--- src/rtl/recon_pkg.sv ---
// Shared constants, state encoding and byte helpers for the reconfiguration ICAP writer.
package recon_pkg;

  localparam int ICAP_WIDTH = 32;

  localparam int ERR_SHORT     = 0;
  localparam int ERR_LONG      = 1;
  localparam int ERR_UNALIGNED = 2;

  typedef enum logic [1:0] {
    IDLE   = 2'd0,
    RUN    = 2'd1,
    DRAIN  = 2'd2,
    STATUS = 2'd3
  } state_t;

  function automatic logic [2:0] popcount4(input logic [3:0] k);
    return 3'(k[0]) + 3'(k[1]) + 3'(k[2]) + 3'(k[3]);
  endfunction

  function automatic logic [7:0] bitrev8(input logic [7:0] b);
    logic [7:0] r;
    for (int i = 0; i < 8; i++) r[i] = b[7-i];
    return r;
  endfunction

endpackage

--- src/rtl/recon_icap_writer_if.sv ---
// Bitstream AXI-Stream bundle between the DMA read engine and the ICAP writer.
interface recon_icap_writer_if #(
  parameter int DATA_WIDTH = 512,
  parameter int KEEP_WIDTH = DATA_WIDTH / 8
);
  logic [DATA_WIDTH-1:0] tdata;
  logic [KEEP_WIDTH-1:0] tkeep;
  logic                  tvalid;
  logic                  tlast;
  logic                  tready;

  modport master (output tdata, tkeep, tvalid, tlast, input tready);
  modport slave  (input tdata, tkeep, tvalid, tlast, output tready);
endinterface

--- src/rtl/recon_word_unpacker.sv ---
// Holds one stream beat and presents it as byte-ordered 32-bit words, one per advance.
module recon_word_unpacker
  import recon_pkg::*;
#(
  parameter int DATA_WIDTH = 512,
  parameter int KEEP_WIDTH = DATA_WIDTH / 8
) (
  input  logic                  clk,
  input  logic                  rst,
  input  logic                  load,
  input  logic                  flush,
  input  logic                  advance,
  input  logic [DATA_WIDTH-1:0] tdata,
  input  logic [KEEP_WIDTH-1:0] tkeep,
  input  logic                  tlast,
  output logic                  buf_valid,
  output logic                  word_valid,
  output logic [ICAP_WIDTH-1:0] word,
  output logic [2:0]            word_bytes,
  output logic                  word_last,
  output logic                  beat_tlast
);

  localparam int NUM_WORDS = KEEP_WIDTH / 4;
  localparam int IDX_W     = (NUM_WORDS > 1) ? $clog2(NUM_WORDS) : 1;

  logic [DATA_WIDTH-1:0] data_q;
  logic [KEEP_WIDTH-1:0] keep_q;
  logic [IDX_W-1:0]      idx_q;
  logic [ICAP_WIDTH-1:0] raw;
  logic [3:0]            keep4;
  logic                  last_slot;
  logic                  next_keep;
  int                    nidx;

  always_comb begin
    raw        = data_q[ICAP_WIDTH*int'(idx_q) +: ICAP_WIDTH];
    keep4      = keep_q[4*int'(idx_q) +: 4];
    last_slot  = (int'(idx_q) == NUM_WORDS - 1);
    nidx       = last_slot ? 0 : int'(idx_q) + 1;
    next_keep  = !last_slot && keep_q[4*nidx];
    word       = '0;
    // Lowest-addressed byte lands in the most significant byte of the ICAP word.
    for (int i = 0; i < 4; i++)
      word[ICAP_WIDTH-1-8*i -: 8] = keep4[i] ? raw[8*i +: 8] : 8'h00;
    word_valid = |keep4;
    word_bytes = popcount4(keep4);
    word_last  = !word_valid || !next_keep;
  end

  always_ff @(posedge clk) begin
    if (rst) begin
      buf_valid  <= 1'b0;
      idx_q      <= '0;
      data_q     <= '0;
      keep_q     <= '0;
      beat_tlast <= 1'b0;
    end else if (flush) begin
      buf_valid <= 1'b0;
    end else if (load) begin
      data_q     <= tdata;
      keep_q     <= tkeep;
      beat_tlast <= tlast;
      idx_q      <= '0;
      buf_valid  <= 1'b1;
    end else if (advance && buf_valid) begin
      if (word_last) buf_valid <= 1'b0;
      else           idx_q     <= idx_q + 1'b1;
    end
  end

endmodule

--- src/rtl/recon_icap_writer.sv ---
// Streams a DMA-returned bitstream into the ICAP write port and reports length errors.
// Optional build macro RECON_ICAP_BITSWAP_EN bit-reverses each byte of icap_i.
//
// state  | meaning
// IDLE   | waiting for a command; cmd_ready high
// RUN    | unpacking beats and writing one word per cycle to the ICAP
// DRAIN  | length reached before tlast; discarding beats up to tlast
// STATUS | one-cycle completion report, then back to IDLE
module recon_icap_writer
  import recon_pkg::*;
#(
  parameter int DATA_WIDTH = 512,
  parameter int KEEP_WIDTH = DATA_WIDTH / 8,
  parameter int LEN_WIDTH  = 20,
  parameter int TAG_WIDTH  = 8
) (
  input  logic                  clk,
  input  logic                  rst,
  input  logic [LEN_WIDTH-1:0]  cmd_len,
  input  logic [TAG_WIDTH-1:0]  cmd_tag,
  input  logic                  cmd_valid,
  output logic                  cmd_ready,
  recon_icap_writer_if.slave    s_axis,
  output logic                  icap_csib,
  output logic                  icap_rdwrb,
  output logic [ICAP_WIDTH-1:0] icap_i,
  output logic                  sts_valid,
  output logic [TAG_WIDTH-1:0]  sts_tag,
  output logic [LEN_WIDTH-1:0]  sts_bytes,
  output logic [2:0]            sts_error
);

  state_t                state_q;
  logic [LEN_WIDTH-1:0]  rem_q, bytes_q;
  logic [TAG_WIDTH-1:0]  tag_q;
  logic [2:0]            err_q;

  logic                  buf_valid, word_valid, word_last, beat_tlast;
  logic [ICAP_WIDTH-1:0] word, word_masked, icap_word;
  logic [2:0]            word_bytes;
  logic [LEN_WIDTH-1:0]  take, rem_next;
  logic                  in_run, issue, run_end, tready_c, load;

  recon_word_unpacker #(
    .DATA_WIDTH (DATA_WIDTH),
    .KEEP_WIDTH (KEEP_WIDTH)
  ) u_unpacker (
    .clk        (clk),
    .rst        (rst),
    .load       (load),
    .flush      (run_end),
    .advance    (in_run),
    .tdata      (s_axis.tdata),
    .tkeep      (s_axis.tkeep),
    .tlast      (s_axis.tlast),
    .buf_valid  (buf_valid),
    .word_valid (word_valid),
    .word       (word),
    .word_bytes (word_bytes),
    .word_last  (word_last),
    .beat_tlast (beat_tlast)
  );

  always_comb begin
    take        = (rem_q < LEN_WIDTH'(word_bytes)) ? rem_q : LEN_WIDTH'(word_bytes);
    rem_next    = rem_q - take;
    word_masked = word;
    for (int i = 0; i < 4; i++)
      if (rem_q <= LEN_WIDTH'(i)) word_masked[ICAP_WIDTH-1-8*i -: 8] = 8'h00;
  end

`ifdef RECON_ICAP_BITSWAP_EN
  always_comb begin
    icap_word = '0;
    for (int i = 0; i < 4; i++) icap_word[8*i +: 8] = bitrev8(word_masked[8*i +: 8]);
  end
`else
  assign icap_word = word_masked;
`endif

  assign in_run  = (state_q == RUN);
  assign issue   = in_run && buf_valid && word_valid;
  assign run_end = in_run && buf_valid && ((rem_next == '0) || (word_last && beat_tlast));
  // A tlast beat must never pull in the first beat of the following frame.
  assign tready_c = !rst && ((in_run && (!buf_valid ||
                     (word_last && !beat_tlast && (rem_next != '0)))) || (state_q == DRAIN));
  assign load     = in_run && s_axis.tvalid && tready_c;
  assign s_axis.tready = tready_c;

  always_ff @(posedge clk) begin
    if (rst) begin
      state_q    <= IDLE;
      cmd_ready  <= 1'b0;
      icap_csib  <= 1'b1;
      icap_rdwrb <= 1'b1;
      icap_i     <= '0;
      sts_valid  <= 1'b0;
      sts_tag    <= '0;
      sts_bytes  <= '0;
      sts_error  <= '0;
      rem_q      <= '0;
      bytes_q    <= '0;
      tag_q      <= '0;
      err_q      <= '0;
    end else begin
      icap_csib  <= 1'b1;
      icap_rdwrb <= 1'b1;
      sts_valid  <= 1'b0;
      case (state_q)
        IDLE: begin
          cmd_ready <= 1'b1;
          if (cmd_ready && cmd_valid) begin
            cmd_ready            <= 1'b0;
            tag_q                <= cmd_tag;
            rem_q                <= cmd_len;
            bytes_q              <= '0;
            err_q                <= '0;
            err_q[ERR_UNALIGNED] <= (cmd_len[1:0] != 2'b00);
            state_q              <= (cmd_len == '0) ? STATUS : RUN;
          end
        end
        RUN: begin
          if (issue) begin
            icap_csib  <= 1'b0;
            icap_rdwrb <= 1'b0;
            icap_i     <= icap_word;
            bytes_q    <= bytes_q + take;
          end
          if (buf_valid) rem_q <= rem_next;
          if (run_end) begin
            if (rem_next == '0 && !beat_tlast) begin
              err_q[ERR_LONG] <= 1'b1;
              state_q         <= DRAIN;
            end else begin
              if (rem_next != '0) err_q[ERR_SHORT] <= 1'b1;
              state_q <= STATUS;
            end
          end
        end
        DRAIN: begin
          if (s_axis.tvalid && s_axis.tlast) state_q <= STATUS;
        end
        STATUS: begin
          sts_valid <= 1'b1;
          sts_tag   <= tag_q;
          sts_bytes <= bytes_q;
          sts_error <= err_q;
          cmd_ready <= 1'b1;
          state_q   <= IDLE;
        end
      endcase
    end
  end

endmodule

--- src/flat_wrapper.sv ---
// flat-port wrapper written by rule: the top's interface ports become plain ports
module recon_icap_writer_flat import recon_pkg::*;
#(
  parameter int DATA_WIDTH = 512,
  parameter int KEEP_WIDTH = DATA_WIDTH / 8,
  parameter int LEN_WIDTH  = 20,
  parameter int TAG_WIDTH  = 8
)
  (clk, rst, cmd_len, cmd_tag, cmd_valid, cmd_ready, icap_csib, icap_rdwrb, icap_i, sts_valid, sts_tag, sts_bytes, sts_error, s_axis_tdata, s_axis_tkeep, s_axis_tvalid, s_axis_tlast, s_axis_tready);
  recon_icap_writer_if #(.DATA_WIDTH(DATA_WIDTH), .KEEP_WIDTH(KEEP_WIDTH)) s_axis_i ();
  input  logic clk;
  input  logic rst;
  input  logic [LEN_WIDTH-1:0] cmd_len;
  input  logic [TAG_WIDTH-1:0] cmd_tag;
  input  logic cmd_valid;
  output logic cmd_ready;
  output logic icap_csib;
  output logic icap_rdwrb;
  output logic [ICAP_WIDTH-1:0] icap_i;
  output logic sts_valid;
  output logic [TAG_WIDTH-1:0] sts_tag;
  output logic [LEN_WIDTH-1:0] sts_bytes;
  output logic [2:0] sts_error;
  input wire logic [$bits(s_axis_i.tdata)-1:0] s_axis_tdata;
  input wire logic [$bits(s_axis_i.tkeep)-1:0] s_axis_tkeep;
  input wire logic [$bits(s_axis_i.tvalid)-1:0] s_axis_tvalid;
  input wire logic [$bits(s_axis_i.tlast)-1:0] s_axis_tlast;
  output wire logic [$bits(s_axis_i.tready)-1:0] s_axis_tready;
  assign s_axis_i.tdata = s_axis_tdata;
  assign s_axis_i.tkeep = s_axis_tkeep;
  assign s_axis_i.tvalid = s_axis_tvalid;
  assign s_axis_i.tlast = s_axis_tlast;
  assign s_axis_tready = s_axis_i.tready;
  recon_icap_writer #(.DATA_WIDTH(DATA_WIDTH), .KEEP_WIDTH(KEEP_WIDTH), .LEN_WIDTH(LEN_WIDTH), .TAG_WIDTH(TAG_WIDTH)) u_core (.clk(clk), .rst(rst), .cmd_len(cmd_len), .cmd_tag(cmd_tag), .cmd_valid(cmd_valid), .cmd_ready(cmd_ready), .s_axis(s_axis_i), .icap_csib(icap_csib), .icap_rdwrb(icap_rdwrb), .icap_i(icap_i), .sts_valid(sts_valid), .sts_tag(sts_tag), .sts_bytes(sts_bytes), .sts_error(sts_error));
endmodule
--- config.mk ---
export PLATFORM = sky130hd
export DESIGN_NAME = recon_icap_writer_flat
export DESIGN_NICKNAME = d
export VERILOG_FILES = /design/src/rtl/recon_pkg.sv /design/src/rtl/recon_icap_writer_if.sv /design/src/rtl/recon_word_unpacker.sv /design/src/rtl/recon_icap_writer.sv /design/src/flat_wrapper.sv
export SDC_FILE = /design/constraint.sdc
export NUM_CORES = 2
export LEC_CHECK = 0
export CORE_ASPECT_RATIO = 1.5
export CORE_MARGIN = 3
export CORE_UTILIZATION = 40
export DETAILED_ROUTE_END_ITERATION = 12
export PLACE_DENSITY = 0.7
export SLEW_MARGIN = 30
export SYNTH_ARGS = -nofsm -noshare
export SYNTH_HDL_FRONTEND = slang
export SYNTH_SLANG_ARGS = --single-unit
--- constraint.sdc ---
create_clock -name clk -period 7 [get_ports clk]
set_input_delay 1.05 -clock clk [delete_from_list [all_inputs] [get_ports clk]]
set_output_delay 1.05 -clock clk [all_outputs]
set_load 0.1 [all_outputs]
==> run_results.csv <==
group,metric,value,unit
synth,yosys.cell_types.count,73,
synth,synth_seq_cells,701,
synth,synth_top_family_by_area,"multiplexers",
finish,final_util,53.6,%
synth,synth_compound_area_share,3.98,%
setup_path,cp_top_family,"multiplexers",
clock_tree,cts_sinks,701,
min_path,holdCritStartpoint,"u_core.icap_i[19]",
timing,setup_slack,-317,ps
global_route,antenna_found_initial,37,
setup_path,rr_startpoint,"u_core.u_unpacker.idx_q[0]",
floorplan,start_util,40.5,%
global_route,grt_pass1_wl,165,mm
setup_path,ff2ff_setup_slack,150,ps
floorplan,die-area,87400,um^2
timing,rsz0062_at_grt,"true",
setup_path,critPathLaunchType,"flip-flop",
place,dp_slack,-45.8,ps
min_path,whs_path_depth,2,
clock_tree,clk_latency,630,ps
detailed_routing,first_pass_iters,5,
setup_path,cp.required,5950,ps
clock_tree,cts_root_buf,"clkbuf_16",
place,place_hpwl,87.2,mm
detailed_routing,vias,24700,
timing,fin_crit,7320,ps
detailed_routing,wl_per_cell,24.2,um
power,ir_drop,0.000209,V
setup_path,cp_cell_sequence,"buf_12 > mux4_2 > mux4_2 > inv_2 > fa_1 > inv_1 > ha_1 > ha_1 > inv_2 > ha_1 > a21o_1 > a211oi_4 > mux2_4 > ha_4 > or4b_4 > nor4_2 > nand4b_1 > nor2_1 > and4_4 > o31ai_4 > a21oi_2 > nor2_4 > buf_12",
setup_path,critPathKind,"flip-flop to output port",
clock_tree,cts_made_buffers,75,
clock_tree,cts_tree,"done",
timing,hold_viol,0,
detailed_routing,routed_wl,115,mm
timing,hold_ws,448,ps
global_route,grt_pass1_vias,25200,
timing,finalSetupViolCount,1,
clock_tree,htreeDepth,3,
power,cellLeakagePower,17.6,nW
synth,synth-xor-area-share,0.470,%
power,power,13.4,mW
synth,muxShareOfSynthArea,33.8,%
run_status,violations,"setup timing",
place,dpl.cell_count,4586,
floorplan,core_area,82800,um^2
setup_path,worstPathBufferInverterCount,5,
synth,synthSimpleGateAreaFrac,15.0,%
synth,synth_area,33500,um^2
detailed_routing,viasPerCell,5.18,
synth,yosys_warnings,0,
setup_path,crit_top_cell,"ha_1",
synth,postSynthAreaPerCell,11.5,um^2
synth,syn_inst,2919,
synth,async_flop_share,0,%
min_path,hold_path.class,"flip-flop to flip-flop",
clock_tree,clk_path_buf_depth,3,
global_route,grt_usage,25.4,%
timing,finalMaxSlewViolations,0,
synth,synth-seq-area-share,41.9,%
finish,area_delta_synth_final,32.5,%
floorplan,die_x,242,um
power,powerDensity,302,nW/um^2
finish,drive_gt1_share,29.0,%
run_status,status,"finished, violations left",
floorplan,die_h,361,um
timing,relSlewSlack,30.5,%
floorplan,rows,129,
synth,synth-edff-count,0,
place,gp_congestion,0.926,
setup_path,critical_path_peak_fanout,4,
setup_path,r2r_end,"u_core.u_unpacker.data_q[369]",
timing,tns,-317,ps
run,cap_violations,0,
setup_path,crit_slowest_cell,"mux4_2",
finish,fin_cells,4763,
timing,min_period_over_period,105,%
finish,final_area,44400,um^2
place,place_area,41600,um^2
finish,nets,4215,
global_route,grt_max_degree,211,
place,port-buffer-count,676,
synth,yosys.area_share.adder,1.37,%
setup_path,cp_slowest_stage_delay,560,ps
synth,synth_ff_type,"dfxtp_1",
timing,worst_slew_pin_slew,1040,ps
timing,clock_skew,25.5,ps
global_route,grt_overflow,0,
setup_path,cp.depth,23,
floorplan,top_level_ports,677,
min_path,min_to,"u_core.icap_i[19]",
detailed_routing,route.detailed.drc,0,
timing,fmax,0.137,GHz
detailed_routing,drt_iter0_markers,1236,
setup_path,worstSetupEndpointType,"output port",
detailed_routing,drtAntennaViolNets,0,
clock_tree,path_clk_slew,60,ps
setup_path,worstRegToRegCells,28,
setup_path,worstPathArrival,6270,ps
-- repair_timing --
action	in CTS	in global routing
hold buffers	0	0
resized for setup	17	7
cloned	0	2
setup buffers	12	6
endpoints found under the setup margin	282	530
pin swaps	13	7
endpoints found under the hold margin	0	0
-- power breakdown --
part,total (mW),switching [mW],internal [mW]
Sequential,5.32,0.488,4.83
Combinational,4.03,1.71,2.32
Clock,4.06,1.71,2.35
-- state kept, by name (all words and copies together), names as in the netlist --
register and count:
u_core.bytes_q 20, u_core.tag_q 8, u_core.u_unpacker.beat_tlast 1, u_core.u_unpacker.keep_q 64, u_core.state_q 2, u_core.icap_i 32
u_core.u_unpacker.data_q 512, u_core.sts_valid 1, u_core.rem_q 20, u_core.icap_csib 1, u_core.cmd_ready 1, u_core.sts_tag 8
u_core.sts_error 3, u_core.err_q 3, u_core.u_unpacker.idx_q 4, u_core.u_unpacker.buf_valid 1, u_core.sts_bytes 20
-- cells in the mapped netlist (all sizes together), types with 3 or more instances --
cell / instances / share of area (%)
a32o: 3 / 0.090
clkbuf: 120 / 1.3
buf: 92 / 1.5
nor4: 11 / 0.22
or3: 7 / 0.13
mux4: 181 / 12
a22oi: 15 / 0.34
nand2: 100 / 1.1
fa: 3 / 0.18
a21o: 9 / 0.20
xor2: 6 / 0.16
nand2b: 7 / 0.13
o21a: 5 / 0.11
nor2: 84 / 0.94
ha: 32 / 1.2
a21oi: 63 / 0.94
o31ai: 11 / 0.25
a221oi: 4 / 0.10
mux2: 581 / 20
a211oi: 6 / 0.13
o21ai: 64 / 0.96
dfxtp: 701 / 42
nand3b: 4 / 0.090
o311ai: 3 / 0.078
a31oi: 5 / 0.093
inv: 59 / 0.66
nor3: 25 / 0.41
nand4: 6 / 0.11
a2111oi: 3 / 0.078
and2: 6 / 0.11
nor2b: 583 / 11
or4: 5 / 0.12
xnor2: 12 / 0.31
nand3: 26 / 0.39
mux2i: 38 / 1.1
or2: 3 / 0.056
-- cells in the final DEF (no fill, tap or decap), types with 7 or more instances in the layout --
cell	synthesis	layout
clkdlybuf4s50_1	0	639
a21o_1	9	9
mux2_4	86	87
clkbuf_1	120	18
nand3_1	26	26
clkbuf_16	0	78
mux2i_1	38	38
clkbuf_8	0	11
nand2_1	99	98
conb_1	1	16
clkinv_2	0	11
buf_2	53	33
mux4_2	181	181
a22oi_1	15	15
nand2b_1	7	7
mux2_2	495	494
o31ai_1	11	9
diode_2	0	24
o21ai_0	63	59
a21oi_1	63	62
dfxtp_1	701	697
nor4_1	10	9
buf_4	2	69
nor2_1	84	81
nor2b_1	583	583
nor3_1	24	23
buf_12	0	20
xnor2_1	12	12
ha_1	32	28
inv_1	58	54
-- logic make-up after synthesis --
family / Yosys count
XOR/XNOR: 18
AO/OA/AOI/OAI: 215
buffers and inverters: 271
adder cells (fa/ha/maj): 35
other: 1
AND/OR/NAND/NOR: 878
flip-flops: 701
multiplexers: 800
-- layer usage --
metal / wire length (um) / GRT usage, % / vias to the layer above
li1: - / - / 11600
met1: 39500 / 25.2 / 12000
met2: 61600 / 47.9 / 801
met3: 8370 / 7.37 / 200
met4: 5680 / 12.6 / 20
met5: 126 / 0 / -
-- area by class of cell --
type | count | area, um^2
diodes | 24 | 60.1
well taps | 1113 | 1390
clock inverters | 27 | 344
clock buffers | 105 | 2120
flip-flops and latches | 701 | 14000
multi-input cells | 1962 | 18500
inverters | 59 | 221
fillers | 7300 | 38400
repair buffers | 772 | 7690
-- worst register-to-register path, delay by kind of cell, from the launching register on --
| family | cells | cell delay (ps) |
|---|---|---|
| adders and majority gates | 5 | 1230 |
| and+or+nand+nor | 6 | 1310 |
| DFF | 1 | 390 |
| buffers and inverters | 9 | 1190 |
| AOI/OAI and AO/OA | 5 | 1220 |
| muxes | 3 | 1380 |
-- worst max-delay path by stage --
stage	startpoint	endpoint	slack (ps)
after floorplan	u_core.u_unpacker.idx_q[0]	s_axis_tready	60
after global placement	u_core.u_unpacker.idx_q[0]	s_axis_tready	-20
after detailed placement	u_core.u_unpacker.idx_q[0]	s_axis_tready	-50
after CTS	u_core.u_unpacker.idx_q[0]	s_axis_tready	-380
after global routing	u_core.u_unpacker.idx_q[0]	s_axis_tready	-510
final	u_core.u_unpacker.idx_q[0]	s_axis_tready	-320
Note: power is estimated with default switching activity, not from simulation.
